<file path="config.mk">
export PLATFORM = sky130hd
export DESIGN_NAME = midi_event_tx
export DESIGN_NICKNAME = d
export VERILOG_FILES = /design/src/rtl/sqmidi_pkg.sv /design/src/rtl/uart_tx.sv /design/src/rtl/midi_event_tx.sv
export SDC_FILE = /design/constraint.sdc
export NUM_CORES = 1
export LEC_CHECK = 0
export BUFFER_PORTS_ARGS = -buffer_cell sky130_fd_sc_hd__buf_2
export CAP_MARGIN = 20
export CORE_ASPECT_RATIO = 1.1
export CORE_MARGIN = 8
export CORE_UTILIZATION = 50
export DETAILED_ROUTE_END_ITERATION = 6
export GPL_TIMING_DRIVEN = 0
export PLACE_DENSITY = 0.67
export SYNTH_ARGS = -nofsm -noshare
export SYNTH_HDL_FRONTEND = slang
export SYNTH_HIERARCHICAL = 1
export SYNTH_SLANG_ARGS = --single-unit
</file>
<file path="constraint.sdc">
create_clock -name clk -period 3 [get_ports clk]
set_input_delay 0.3 -clock clk [delete_from_list [all_inputs] [get_ports clk]]
set_output_delay 0.3 -clock clk [all_outputs]
set_load 0.01 [all_outputs]
</file>
<file path="src/rtl/sqmidi_pkg.sv">
// Shared MIDI types, constants and small byte-building helpers used by the
// event transmitter and its UART.
package sqmidi_pkg;

    typedef logic [6:0] midi_note_t;

    localparam logic [3:0] MIDI_NOTE_ON      = 4'h9;
    localparam logic [3:0] MIDI_NOTE_OFF     = 4'h8;
    localparam midi_note_t NOTE_OFF_VELOCITY = 7'h40;
    localparam int         MIDI_BAUD         = 31_250;

    // Serial framing states: one start bit, eight data bits, one stop bit.
    typedef enum logic [1:0] {
        UART_IDLE  = 2'd0,
        UART_START = 2'd1,
        UART_DATA  = 2'd2,
        UART_STOP  = 2'd3
    } uart_state_e;

    // Event sequencer: waiting for a state difference, or sending a message.
    typedef enum logic {
        EV_IDLE = 1'b0,
        EV_SEND = 1'b1
    } ev_state_e;

    // Status byte: message kind in the high nibble, channel in the low nibble.
    function automatic logic [7:0] midi_status(input logic [3:0] kind,
                                               input logic [3:0] chan);
        return {kind, chan};
    endfunction

    // Data bytes always have the top bit clear.
    function automatic logic [7:0] midi_data(input midi_note_t value);
        return {1'b0, value};
    endfunction

endpackage

</file>
<file path="src/rtl/uart_tx.sv">
// 8N1 serial transmitter. A byte is taken when valid && ready; ready is also
// raised in the last cycle of a stop bit so consecutive bytes follow with no
// idle gap on the line.
module uart_tx
    import sqmidi_pkg::*;
#(
    parameter int F_CLK = 12_000_000,
    parameter int BAUD  = 31_250
) (
    input  logic       clk,
    input  logic       reset,
    input  logic [7:0] data,
    input  logic       valid,
    output logic       ready,
    output logic       tx
);

    localparam int BIT_CYCLES = F_CLK / BAUD;
    localparam int CNT_W      = (BIT_CYCLES > 1) ? $clog2(BIT_CYCLES) : 1;
    localparam logic [CNT_W-1:0] CNT_LAST = CNT_W'(BIT_CYCLES - 1);

    uart_state_e      state_r;
    logic [CNT_W-1:0] cnt_r;
    logic [2:0]       bit_idx_r;
    logic [7:0]       shift_r;
    logic             tx_r;
    logic             bit_end_s;
    logic             ready_s;

    assign bit_end_s = (cnt_r == CNT_LAST);

    // Ready when idle, or in the final cycle of a stop bit for back-to-back bytes.
    always_comb begin
        ready_s = 1'b0;
        case (state_r)
            UART_IDLE: ready_s = 1'b1;
            UART_STOP: ready_s = bit_end_s;
            default:   ready_s = 1'b0;
        endcase
    end

    // Framing state machine with a registered line output.
    always_ff @(posedge clk or posedge reset) begin
        if (reset) begin
            state_r   <= UART_IDLE;
            cnt_r     <= '0;
            bit_idx_r <= 3'd0;
            shift_r   <= 8'h00;
            tx_r      <= 1'b1;
        end else begin
            case (state_r)
                UART_IDLE: begin
                    cnt_r     <= '0;
                    bit_idx_r <= 3'd0;
                    if (valid) begin
                        shift_r <= data;
                        tx_r    <= 1'b0;
                        state_r <= UART_START;
                    end else begin
                        tx_r    <= 1'b1;
                    end
                end
                UART_START: begin
                    if (bit_end_s) begin
                        cnt_r     <= '0;
                        bit_idx_r <= 3'd0;
                        tx_r      <= shift_r[0];
                        state_r   <= UART_DATA;
                    end else begin
                        cnt_r <= cnt_r + CNT_W'(1);
                    end
                end
                UART_DATA: begin
                    if (bit_end_s) begin
                        cnt_r <= '0;
                        if (bit_idx_r == 3'd7) begin
                            tx_r    <= 1'b1;
                            state_r <= UART_STOP;
                        end else begin
                            bit_idx_r <= bit_idx_r + 3'd1;
                            shift_r   <= {1'b0, shift_r[7:1]};
                            tx_r      <= shift_r[1];
                        end
                    end else begin
                        cnt_r <= cnt_r + CNT_W'(1);
                    end
                end
                UART_STOP: begin
                    if (bit_end_s) begin
                        cnt_r <= '0;
                        if (valid) begin
                            shift_r <= data;
                            tx_r    <= 1'b0;
                            state_r <= UART_START;
                        end else begin
                            tx_r    <= 1'b1;
                            state_r <= UART_IDLE;
                        end
                    end else begin
                        cnt_r <= cnt_r + CNT_W'(1);
                    end
                end
                default: begin
                    cnt_r   <= '0;
                    tx_r    <= 1'b1;
                    state_r <= UART_IDLE;
                end
            endcase
        end
    end

    assign ready = ready_s;
    assign tx    = tx_r;

endmodule

</file>
<file path="src/rtl/midi_event_tx.sv">
// Turns the (midi, note_on) level stream into MIDI Note On / Note Off
// messages. It remembers only what the far end was last told (sent_on,
// sent_note) and, whenever idle, sends one message that moves that state
// toward the current input; inputs seen while busy are simply superseded.
module midi_event_tx
    import sqmidi_pkg::*;
#(
    parameter int F_CLK    = 12_000_000,
    parameter int BAUD     = MIDI_BAUD,
    parameter int CHANNEL  = 0,
    parameter int VELOCITY = 100
) (
    input  logic       clk,
    input  logic       reset,
    input  logic [6:0] midi,
    input  logic       note_on,
    output logic       tx,
    output logic       busy
);

    localparam logic [3:0] CHAN = 4'(CHANNEL);
    localparam midi_note_t VEL  = 7'(VELOCITY);

    midi_note_t midi_r;
    logic       note_on_r;
    midi_note_t sent_note_r;
    logic       sent_on_r;
    ev_state_e  state_r;
    logic [1:0] byte_idx_r;
    logic [7:0] msg_b1_r;
    logic [7:0] msg_b2_r;
    logic       pend_on_r;
    midi_note_t pend_note_r;
    logic       busy_r;

    logic       need_off_s;
    logic       need_on_s;
    logic       uart_valid_s;
    logic [7:0] uart_data_s;
    logic       uart_ready_s;

    // Register inputs; the note number is forced to zero while no note is
    // detected so an undefined note never propagates into the decision.
    always_ff @(posedge clk or posedge reset) begin
        if (reset) begin
            note_on_r <= 1'b0;
            midi_r    <= 7'd0;
        end else begin
            note_on_r <= note_on;
            midi_r    <= note_on ? midi : 7'd0;
        end
    end

    // Decide which message, if any, brings the sent state to the input state.
    always_comb begin
        need_off_s = 1'b0;
        need_on_s  = 1'b0;
        if (sent_on_r) begin
            if (!note_on_r) begin
                need_off_s = 1'b1;
            end else if (midi_r != sent_note_r) begin
                need_off_s = 1'b1;
            end else begin
                need_off_s = 1'b0;
            end
        end else begin
            need_on_s = note_on_r;
        end
    end

    // Byte offered to the UART: the status byte when starting a message,
    // then the two data bytes latched at the start of the message.
    always_comb begin
        uart_valid_s = 1'b0;
        uart_data_s  = 8'h00;
        case (state_r)
            EV_IDLE: begin
                if (need_off_s) begin
                    uart_valid_s = 1'b1;
                    uart_data_s  = midi_status(MIDI_NOTE_OFF, CHAN);
                end else if (need_on_s) begin
                    uart_valid_s = 1'b1;
                    uart_data_s  = midi_status(MIDI_NOTE_ON, CHAN);
                end else begin
                    uart_valid_s = 1'b0;
                    uart_data_s  = 8'h00;
                end
            end
            EV_SEND: begin
                if (byte_idx_r != 2'd2) begin
                    uart_valid_s = 1'b1;
                    uart_data_s  = (byte_idx_r == 2'd0) ? msg_b1_r : msg_b2_r;
                end else begin
                    uart_valid_s = 1'b0;
                    uart_data_s  = 8'h00;
                end
            end
            default: begin
                uart_valid_s = 1'b0;
                uart_data_s  = 8'h00;
            end
        endcase
    end

    // Message sequencer; byte_idx_r is the byte currently on the line and
    // the sent state is committed when the final stop bit completes.
    always_ff @(posedge clk or posedge reset) begin
        if (reset) begin
            state_r     <= EV_IDLE;
            byte_idx_r  <= 2'd0;
            msg_b1_r    <= 8'h00;
            msg_b2_r    <= 8'h00;
            pend_on_r   <= 1'b0;
            pend_note_r <= 7'd0;
            sent_on_r   <= 1'b0;
            sent_note_r <= 7'd0;
            busy_r      <= 1'b0;
        end else begin
            case (state_r)
                EV_IDLE: begin
                    byte_idx_r <= 2'd0;
                    if (uart_valid_s && uart_ready_s) begin
                        state_r <= EV_SEND;
                        busy_r  <= 1'b1;
                        if (need_off_s) begin
                            msg_b1_r    <= midi_data(sent_note_r);
                            msg_b2_r    <= midi_data(NOTE_OFF_VELOCITY);
                            pend_on_r   <= 1'b0;
                            pend_note_r <= sent_note_r;
                        end else begin
                            msg_b1_r    <= midi_data(midi_r);
                            msg_b2_r    <= midi_data(VEL);
                            pend_on_r   <= 1'b1;
                            pend_note_r <= midi_r;
                        end
                    end else begin
                        busy_r <= 1'b0;
                    end
                end
                EV_SEND: begin
                    if (uart_ready_s) begin
                        if (byte_idx_r == 2'd2) begin
                            state_r     <= EV_IDLE;
                            busy_r      <= 1'b0;
                            byte_idx_r  <= 2'd0;
                            sent_on_r   <= pend_on_r;
                            sent_note_r <= pend_note_r;
                        end else begin
                            byte_idx_r <= byte_idx_r + 2'd1;
                        end
                    end else begin
                        busy_r <= 1'b1;
                    end
                end
                default: begin
                    state_r    <= EV_IDLE;
                    busy_r     <= 1'b0;
                    byte_idx_r <= 2'd0;
                end
            endcase
        end
    end

    uart_tx #(
        .F_CLK (F_CLK),
        .BAUD  (BAUD)
    ) u_uart_tx (
        .clk   (clk),
        .reset (reset),
        .data  (uart_data_s),
        .valid (uart_valid_s),
        .ready (uart_ready_s),
        .tx    (tx)
    );

    assign busy = busy_r;

endmodule
</file>
### Yosys cells after proc, flatten, opt, wreduce, memory -nomap -nowiden

Cells that the tools add are included.

* register bits after elaboration: 67

* reduce and logical (&&, ||, !) cells: 12
* equal/unequal tests: 16
* bitwise gates (word level): 1
* muxes and demuxes: 53
* add/sub/neg operators: 3

Operator list (number)
* two-way mux 8 bit: 8
* one-hot mux 8 bit (3 select lines): 1
* two-way mux 7 bit: 3
* two-way mux 1 bit: 19
* one-hot mux 9 bit (2 select lines): 1
* one-hot mux 8 bit (2 select lines): 1
* two-way mux 2 bit: 7
* != test 2 x 1 -> 1 bit (second input constant): 5
* adder 9 x 1 -> 9 bit (second input constant): 1
* == test 9 bit (second input constant): 1
* two-way mux 3 bit: 3
* two-way mux 9 bit: 1
* one-hot mux 3 bit (3 select lines): 1
* one-hot mux 1 bit (2 select lines): 4
* one-hot mux 2 bit (4 select lines): 1
* AND reduction 4 bit: 2
* != test 7 bit: 1
* == test 2 bit (second input constant): 3
* two-way mux 6 bit: 1
* != test 2 bit (second input constant): 3
* AND reduction 3 bit: 2
* nonzero test 3 bit: 2
* AND reduction 5 bit: 1
* logical NOT 2 bit: 2
* other kinds (11): 11

### Logic depth before layout (Yosys ltp)

Gate-level depths: netlist (run 1).

* depth in word-level cells: 9
* mapped depth: 11

### By module

The synthesis (run 1) kept the hierarchy.

Modules (own cells, without submodules)
* midi_event_tx: times used 1, cells an instance 112, area each 1388.8 µm², seq. area each 725.7 µm²
* uart_tx: times used 1, cells an instance 114, area each 1280.0 µm², seq. area each 576.8 µm²

### Worst setup path before layout (run 1)

No wires, ideal clock.

* path kind: register to register
* from: register u_uart_tx.cnt_r[0]
* to: register msg_b1_r[3]
* clock period less this slack: 2.232 ns
* path buffers: 1
* stages on the path, launching flop included: 10
* setup slack: 0.768 ns
* arrival: 2.110 ns
* path through: dfrtp_1 > ha_1 > and4_4 > and2_1 > a21oi_1 > nor2_1 > buf_2 > nor3b_1 > or2b_1 > o221a_2

* cells in the longest elaborated chain, start to end: 4

RTL lines
* start: declaration: RTL line uart_tx.sv:23 `logic [CNT_W-1:0] cnt_r;`
* start signal: assignment: RTL line uart_tx.sv:70 `cnt_r <= cnt_r + CNT_W'(1);`
* start signal: assignment: RTL line uart_tx.sv:85 `cnt_r <= cnt_r + CNT_W'(1);`
* start signal: assignment: RTL line uart_tx.sv:100 `cnt_r <= cnt_r + CNT_W'(1);`
* == test 9 bit: RTL line uart_tx.sv:30 `assign bit_end_s = (cnt_r == CNT_LAST);`
* one-hot mux 1 bit (2 select lines): RTL line uart_tx.sv:35 `case (state_r)`
* via uart_ready_s: RTL line midi_event_tx.sv:40 `logic uart_ready_s;`
* logical AND 1 bit: RTL line midi_event_tx.sv:122 `if (uart_valid_s && uart_ready_s) begin`
* AND reduction 2 bit (no line)
* end signal: assignment: RTL line midi_event_tx.sv:126 `msg_b1_r <= midi_data(sent_note_r);`
* end signal: assignment: RTL line midi_event_tx.sv:131 `msg_b1_r <= midi_data(midi_r);`
* end: declaration: RTL line midi_event_tx.sv:30 `logic [7:0] msg_b1_r;`

The timed path passes the listed nets, and every way through them passes these cells.
A chain may end at the register's enable or synchronous reset.

### Worst setup path in the final report (run 1)

* from: register u_uart_tx.cnt_r[0]
* to: register msg_b1_r[4]

The elaborated chain is that of the path after synthesis.

==> results of run 1 <==
kinds of logic after synthesis:
group	count (synthesis)
AOI/OAI and AO/OA	31
DFF	52
muxes	27
and+or+nand+nor	81
adders and majority gates	9
xor gates and xnor gates	13
buffers and inverters	13
final timing paths:
| kind | to | slack, ns |
|---|---|---|
| max in group asynchronous | u_uart_tx/bit_idx_r[1]$_DFFE_PP0P_ | 2.28 |
| min in group clk | note_on_r$_DFF_PP0_ | 0.18 |
| hold reg to reg | msg_b2_r[6]$_DFFE_PP0P_ | 0.48 |
| hold / removal | msg_b1_r[3]$_DFFE_PP0P_ | 0.07 |
| setup reg to reg | msg_b1_r[4]$_DFFE_PP0P_ | 0.36 |
| setup / recovery | msg_b1_r[4]$_DFFE_PP0P_ | 0.36 |
final cells by class:
class	instances	area, µm²	area share
Multi-Input combinational cell	161	1310	0.442
Sequential cell	52	1300	0.441
Timing Repair Buffer	12	82.6	0.0279
Tap cell	60	75.1	0.0254
Clock buffer	5	68.8	0.0233
Clock inverter	2	60.1	0.0203
Buffer	6	35.0	0.0119
Inverter	7	26.3	0.00889
registers in the layout, indices dropped and copies added (netlist names):
name	cells
msg_b2_r	2
byte_idx_r	2
busy	1
u_uart_tx/cnt_r	9
u_uart_tx/state_r	2
state_r	1
sent_on_r	1
msg_b1_r	7
u_uart_tx/tx	1
u_uart_tx/shift_r	8
midi_r	7
sent_note_r	7
note_on_r	1
u_uart_tx/bit_idx_r	3
cells in the final DEF (no fill, tap or decap), types with 2 or more instances in the layout:
cell type	n
nor2b_1	8
a21oi_1	2
clkbuf_8	5
mux2_2	22
xnor2_1	7
nand3_1	7
nor2_1	16
nand3b_1	2
xnor2_2	4
a21boi_0	3
buf_2	15
o21ai_0	4
a22o_1	2
ha_1	9
and3_1	4
or2b_1	3
a22oi_1	2
bufinv_16	2
nor3_1	5
mux2_1	2
inv_1	7
nand2b_1	8
dfrtp_1	51
o221a_2	7
mux2i_1	2
and2_1	8
xor2_1	2
nand2_1	12
stage by stage:
step / instance area (µm²) / cells
detailed placement: 2830 / 298
finish: 2960 / 305
global placement: 2800 / 297
global route: 2960 / 305
CTS: 2960 / 305
floorplan: 2670 / 226
layer usage:
layer / vias to the layer above / global-route usage
li1: 831 / -
met1: 817 / 0.147
met2: 15 / 0.207
met3: 5 / 0.0310
met4: 0 / 0.0351
met5: - / 0
report_power, final:
| group | switching (mW) | internal, mW |
|---|---|---|
| clock | 0.216 | 0.328 |
| combinational | 0.555 | 0.615 |
| sequential | 0.194 | 0.938 |
| total | 0.964 | 1.88 |
==> results.yml, run 1 <==
sta:
  finalSetupViolations: 0
  clock_skew_ns: 0.00745
  rsz0062_at_grt: "no"
  worst_slew_pin_slew_ns: 0.873
  relSlewSlack: 0.418
  setup_tns_ns: 0
  hold_viol: 0
  holdWs_ns: 0.0717
  finalCritPeriodShare: 0.881
  fin_ws_ns: 0.358
  max_freq_ghz: 0.379
  layout_min_cycle_time_ns: 2.64
  slew_violations: 0
logic_synthesis:
  yosysUniqueCellTypes: 49
  yosysMostFrequentCell: "dfrtp_1"
  synthSimpleGateAreaFrac: 0.172
  synth_edf_count: 0
  synth_compound_area_frac: 0.106
  synth_top_cells_by_area: "dfrtp_1, mux2_2, ha_1"
  synth_fp_nets: 245
  ys_seq_area_frac: 0.488
  ys_ff_latch: 52
  synth_top_area_frac: 0.478
  synth_top_area_cell: "dfrtp_1"
  async_reset_ff_frac: 1.00
  yosys_warnings: 6
  yosys-top-cells-count: "dfrtp_1, mux2_2, nor2_1, nand2_1, ha_1"
  synth_top_family_by_area: "simple AND/OR/NAND/NOR gates"
  synth_fa_ha_area_frac: 0.0422
  syn_area_mm2: 0.00267
  syn_inst: 226
  avgSynthCellArea_um2: 11.8
  synth_xor_area_frac: 0.0539
  synth.mux.area_fraction: 0.114
  synth_flop_cell: "dfrtp_1"
final_layout:
  n_antenna_cell: 0
  final_core_util: 0.562
  fill_cells: 454
  final_nets: 264
  area_growth_pct: 10.7
  layout-drive-gt1-share: 0.269
power_and_ir_drop:
  total_power_mw: 2.85
  p_leak_nw: 1.33
  p_per_area_mw_per_mm2: 963
  ir_drop_mv: 0.466
floorplan:
  die_area_mm2: 0.00793
  initial_core_util: 0.508
  dieHeight_um: 92.6
  die_x_um: 85.7
  io_pins: 12
  rows: 28
  core_area_mm2: 0.00526
place:
  numPortBuffers: 11
  gp_congestion: 0.834
  place_ws_ns: 0.319
  hpwl_um: 3310
detailed_routing:
  drt_first_iter_violations: 44
  first_pass_iters: 4
  wl_met2_um: 2170
  drc: 0
  final_antenna_net_count: 0
  wire_per_inst_um: 14.2
  highest_layer: "met4"
  drt-total-wl_um: 4340
  dr_total_vias: 1668
  wl_met3_um: 101
  wl_met1_um: 2020
  vias_per_cell: 5.47
clock_tree:
  clkTransAtPathRegs_ns: 0.09
  root_buffer: "clkbuf_8"
  htree_levels: 2
  clock_path_buffers: 2
  clk_latency_ns: 0.30
  cts_setup_buffers: 0
  ctsResizeCount: 0
  cts_made_buffers: 5
  cts_sinks: 52
  cts_tree: "done"
  ctsHoldBuffers: 0
global_route:
  grt.total_usage: 0.121
  grt_antenna_before_repair: 0
  grt_pass1_vias: 1699
  grt_pass1_wl_um: 7800
  grt_start_max_net_pins: 24
  overflow: 0
worst_setup_path:
  critPathLaunch: "u_uart_tx/cnt_r[0]$_DFF_PP0_"
  required_ns: 3.19
  cp-end-kind: "flip-flop"
  worstPathArrival_ns: 2.83
  crit_family: "simple AND/OR/NAND/NOR gates"
  crit_path_top_delay_cell: "nor3b_1"
  path_depth: 9
  cp-start-kind: "flip-flop"
  critical-path-max-stage-delay_ns: 0.67
  timing.rr.start: "u_uart_tx/cnt_r[0]$_DFF_PP0_"
  ff2ff_path_depth: 9
  cp_num_buf_inv: 1
  cp_cell_sequence: "ha_1, and4_4, and2_1, a21oi_1, nor2_1, buf_2, nor3b_1, or2b_1, o221a_2"
  crit_type: "reg -> reg"
  critPathMaxFanout: 8
job:
  maxCapViolations: 0
run_status:
  outcome: "finished clean"
min_path:
  hp-class: "in -> async"
Note: power is estimated with default switching activity, not from simulation.
==> run 2: changes to the inputs <==
--- a/config.mk
+++ b/config.mk
@@ -10,9 +10,10 @@
 export CORE_ASPECT_RATIO = 1.1
 export CORE_MARGIN = 8
 export CORE_UTILIZATION = 50
+export CTS_BUF_LIST = sky130_fd_sc_hd__clkbuf_2 sky130_fd_sc_hd__clkbuf_4 sky130_fd_sc_hd__clkbuf_8
 export DETAILED_ROUTE_END_ITERATION = 6
 export GPL_TIMING_DRIVEN = 0
-export PLACE_DENSITY = 0.67
+export PLACE_DENSITY = 0.7
 export SYNTH_ARGS = -nofsm -noshare
 export SYNTH_HDL_FRONTEND = slang
 export SYNTH_HIERARCHICAL = 1
==> constraint.sdc (replaced) <==
create_clock -name clk -period 2.4 [get_ports clk]
set_input_delay 0.24 -clock clk [delete_from_list [all_inputs] [get_ports clk]]
set_output_delay 0.24 -clock clk [all_outputs]
set_load 0.01 [all_outputs]
==> run 2 against run 1 <==
Compared with the run above: the run now ends with negative hold slack left; register-to-register slack worse by 0.20 ns; maximum frequency up 18%; global-route usage up 0.063 points; first-iteration DRC count grew 18%; combinational power increased by 30%; critical endpoint is now busy$_DFFE_PP0P_; largest cell class unchanged; largest power group unchanged.
==> results.yml, run 2 (synthesis gave the netlist of run 1 again) <==
run_status:
  outcome: "complete, but fails checks"
  violations: "negative hold slack"
worst_setup_path:
  reg2reg_to: "busy$_DFFE_PP0P_"
  critPathMaxFanout: 10
  r2r_setup_slack_ns: 0.16
  worstSetupEndpoint: "busy$_DFFE_PP0P_"
  worstPathArrival_ns: 2.43
  crit_type: "reg -> reg"
  cp-end-kind: "flip-flop"
  required_ns: 2.59
  cp-start-kind: "flip-flop"
  timing.rr.start: "u_uart_tx/cnt_r[0]$_DFF_PP0_"
  critPathLaunch: "u_uart_tx/cnt_r[0]$_DFF_PP0_"
  ff2ff_path_depth: 11
place:
  dp.cells: 297
  hpwl_um: 3240
  gp_congestion: 0.789
  numPortBuffers: 11
sta:
  layout_min_cycle_time_ns: 2.24
  setup_tns_ns: 0
  relSlewSlack: 0.427
  finalCritPeriodShare: 0.933
  hold_viol: 12
  holdWs_ns: -0.0215
  slew_violations: 0
  worst_slew_pin_slew_ns: 0.858
  max_freq_ghz: 0.446
  clock_skew_ns: 0.00620
  finalSetupViolations: 0
power_and_ir_drop:
  ir_drop_mv: 0.430
  pwr-share-comb: 0.430
  p_per_area_mw_per_mm2: 1170
  sw_frac_of_total: 0.350
  pwr-share-seq: 0.405
  p_sw_mw: 1.24
  internal-power_mw: 2.29
  pwr-share-clk: 0.165
  p_leak_nw: 1.35
floorplan:
  initial_core_util: 0.508
  die_x_um: 85.7
  dieHeight_um: 92.6
  core_area_mm2: 0.00526
  die_area_mm2: 0.00793
  rows: 28
  io_pins: 12
detailed_routing:
  final_antenna_net_count: 0
  drc: 0
  dr_total_vias: 1683
  vias_per_cell: 5.43
  drt-total-wl_um: 4430
  wire_per_inst_um: 14.3
  drt_first_iter_violations: 52
  first_pass_iters: 4
final_layout:
  area_growth_pct: 12.8
  instances_no_fill: 310
  layout-drive-gt1-share: 0.304
  largest_register_ffs: 9
  top_register: "u_uart_tx/cnt_r"
  final_common_cell: "dfrtp_1"
  final_nets: 268
  n_antenna_cell: 0
  final_cell_mix: "dfrtp_1, mux2_2, nor2_1"
  fill_cells: 454
  top_regs: "u_uart_tx/cnt_r: 9 flops, u_uart_tx/shift_r: 8 flops"
clock_tree:
  cts_made_buffers: 5
  clkTransAtPathRegs_ns: 0.09
  cts_sinks: 52
  htree_levels: 2
  clk_latency_ns: 0.30
  root_buffer: "clkbuf_8"
  cts_tree: "done"
  clock_path_buffers: 2
global_route:
  grt_start_max_net_pins: 30
  grt_pass1_vias: 1716
  overflow: 0
  grt.total_usage: 0.122
  grt_pass1_wl_um: 7780
  grt_antenna_before_repair: 0
min_path:
  hp-class: "in -> async"
job:
  maxCapViolations: 0
[run 2: critical path, cell delays in order (launching register included)]
cell,delay [ns]
dfrtp_1,0.44
ha_4,0.19
and4_4,0.20
and2_4,0.15
a21oi_1,0.13
nor2_1,0.05
buf_4,0.16
nor2b_4,0.14
nor2b_1,0.13
o31a_1,0.12
buf_6,0.14
a311o_1,0.26
[run 2: what timing repair did]
item	in CTS	in global routing
hold buffers	0	0
pin swaps	1	0
buffers inserted	1	3
endpoints found under the setup margin	16	13
resized for setup	4	6
[run 2: final cells by class]
class                   instances  area [µm²]  area share
repair buffers                 16         113      0.0374
inverters                       7        26.3     0.00873
plain buffers                   6        37.5      0.0125
clock inverters                 3        42.5      0.0141
well taps                      60        75.1      0.0249
clock buffers                   5        68.8      0.0229
multi-input cells             161        1340       0.447
flip-flops and latches         52        1300       0.433
[run 2: routing by layer]
| layer | part of all wire | up-vias | track usage | wire (µm) |
|---|---|---|---|---|
| li1 | - | 838 | - | - |
| met4 | 0.016 | 0 | 0.0468 | 72 |
| met3 | 0.026 | 6 | 0.0337 | 116 |
| met5 | 0 | - | 0 | 0 |
| met1 | 0.45 | 821 | 0.139 | 1980 |
| met2 | 0.51 | 18 | 0.212 | 2260 |
[run 2: worst min-delay path by stage]
stage	start	end	slack, ns	cells past startpoint
6_report	reset	sent_note_r[4]$_DFFE_PP0P_	-0.02	2
5_1_grt	reset	note_on_r$_DFF_PP0_	0.01	2
4_1_cts	note_on	note_on_r$_DFF_PP0_	0.11	1
3_3_place_gp	note_on	note_on_r$_DFF_PP0_	0.43	1
2_1_floorplan	reset	u_uart_tx/bit_idx_r[0]$_DFFE_PP0P_	0.24	1
3_5_place_dp	note_on	note_on_r$_DFF_PP0_	0.44	1
[run 2: through the flow]
stage	power (mW)	hold slack, ns	util	worst slack, ns	area, µm²
2_1_floorplan	2.59	0.241	-	0.168	2670
3_3_place_gp	2.86	0.427	0.533	-0.279	2800
3_5_place_dp	2.90	0.436	0.533	-0.306	2800
4_1_cts	3.51	0.107	0.558	0.00250	2930
5_1_grt	3.80	0.0106	0.573	-0.0147	3010
6_report	3.52	-0.0215	0.573	0.160	3010
[run 2: power by group through the flow]
stage | clock, mW | combinational, mW | sequential [mW]
6_report | 0.583 | 1.52 | 1.43
5_1_grt | 0.640 | 1.69 | 1.47
4_1_cts | 0.607 | 1.49 | 1.42
3_5_place_dp | 0 | 1.46 | 1.44
3_3_place_gp | 0 | 1.44 | 1.43
2_1_floorplan | 0 | 1.21 | 1.38
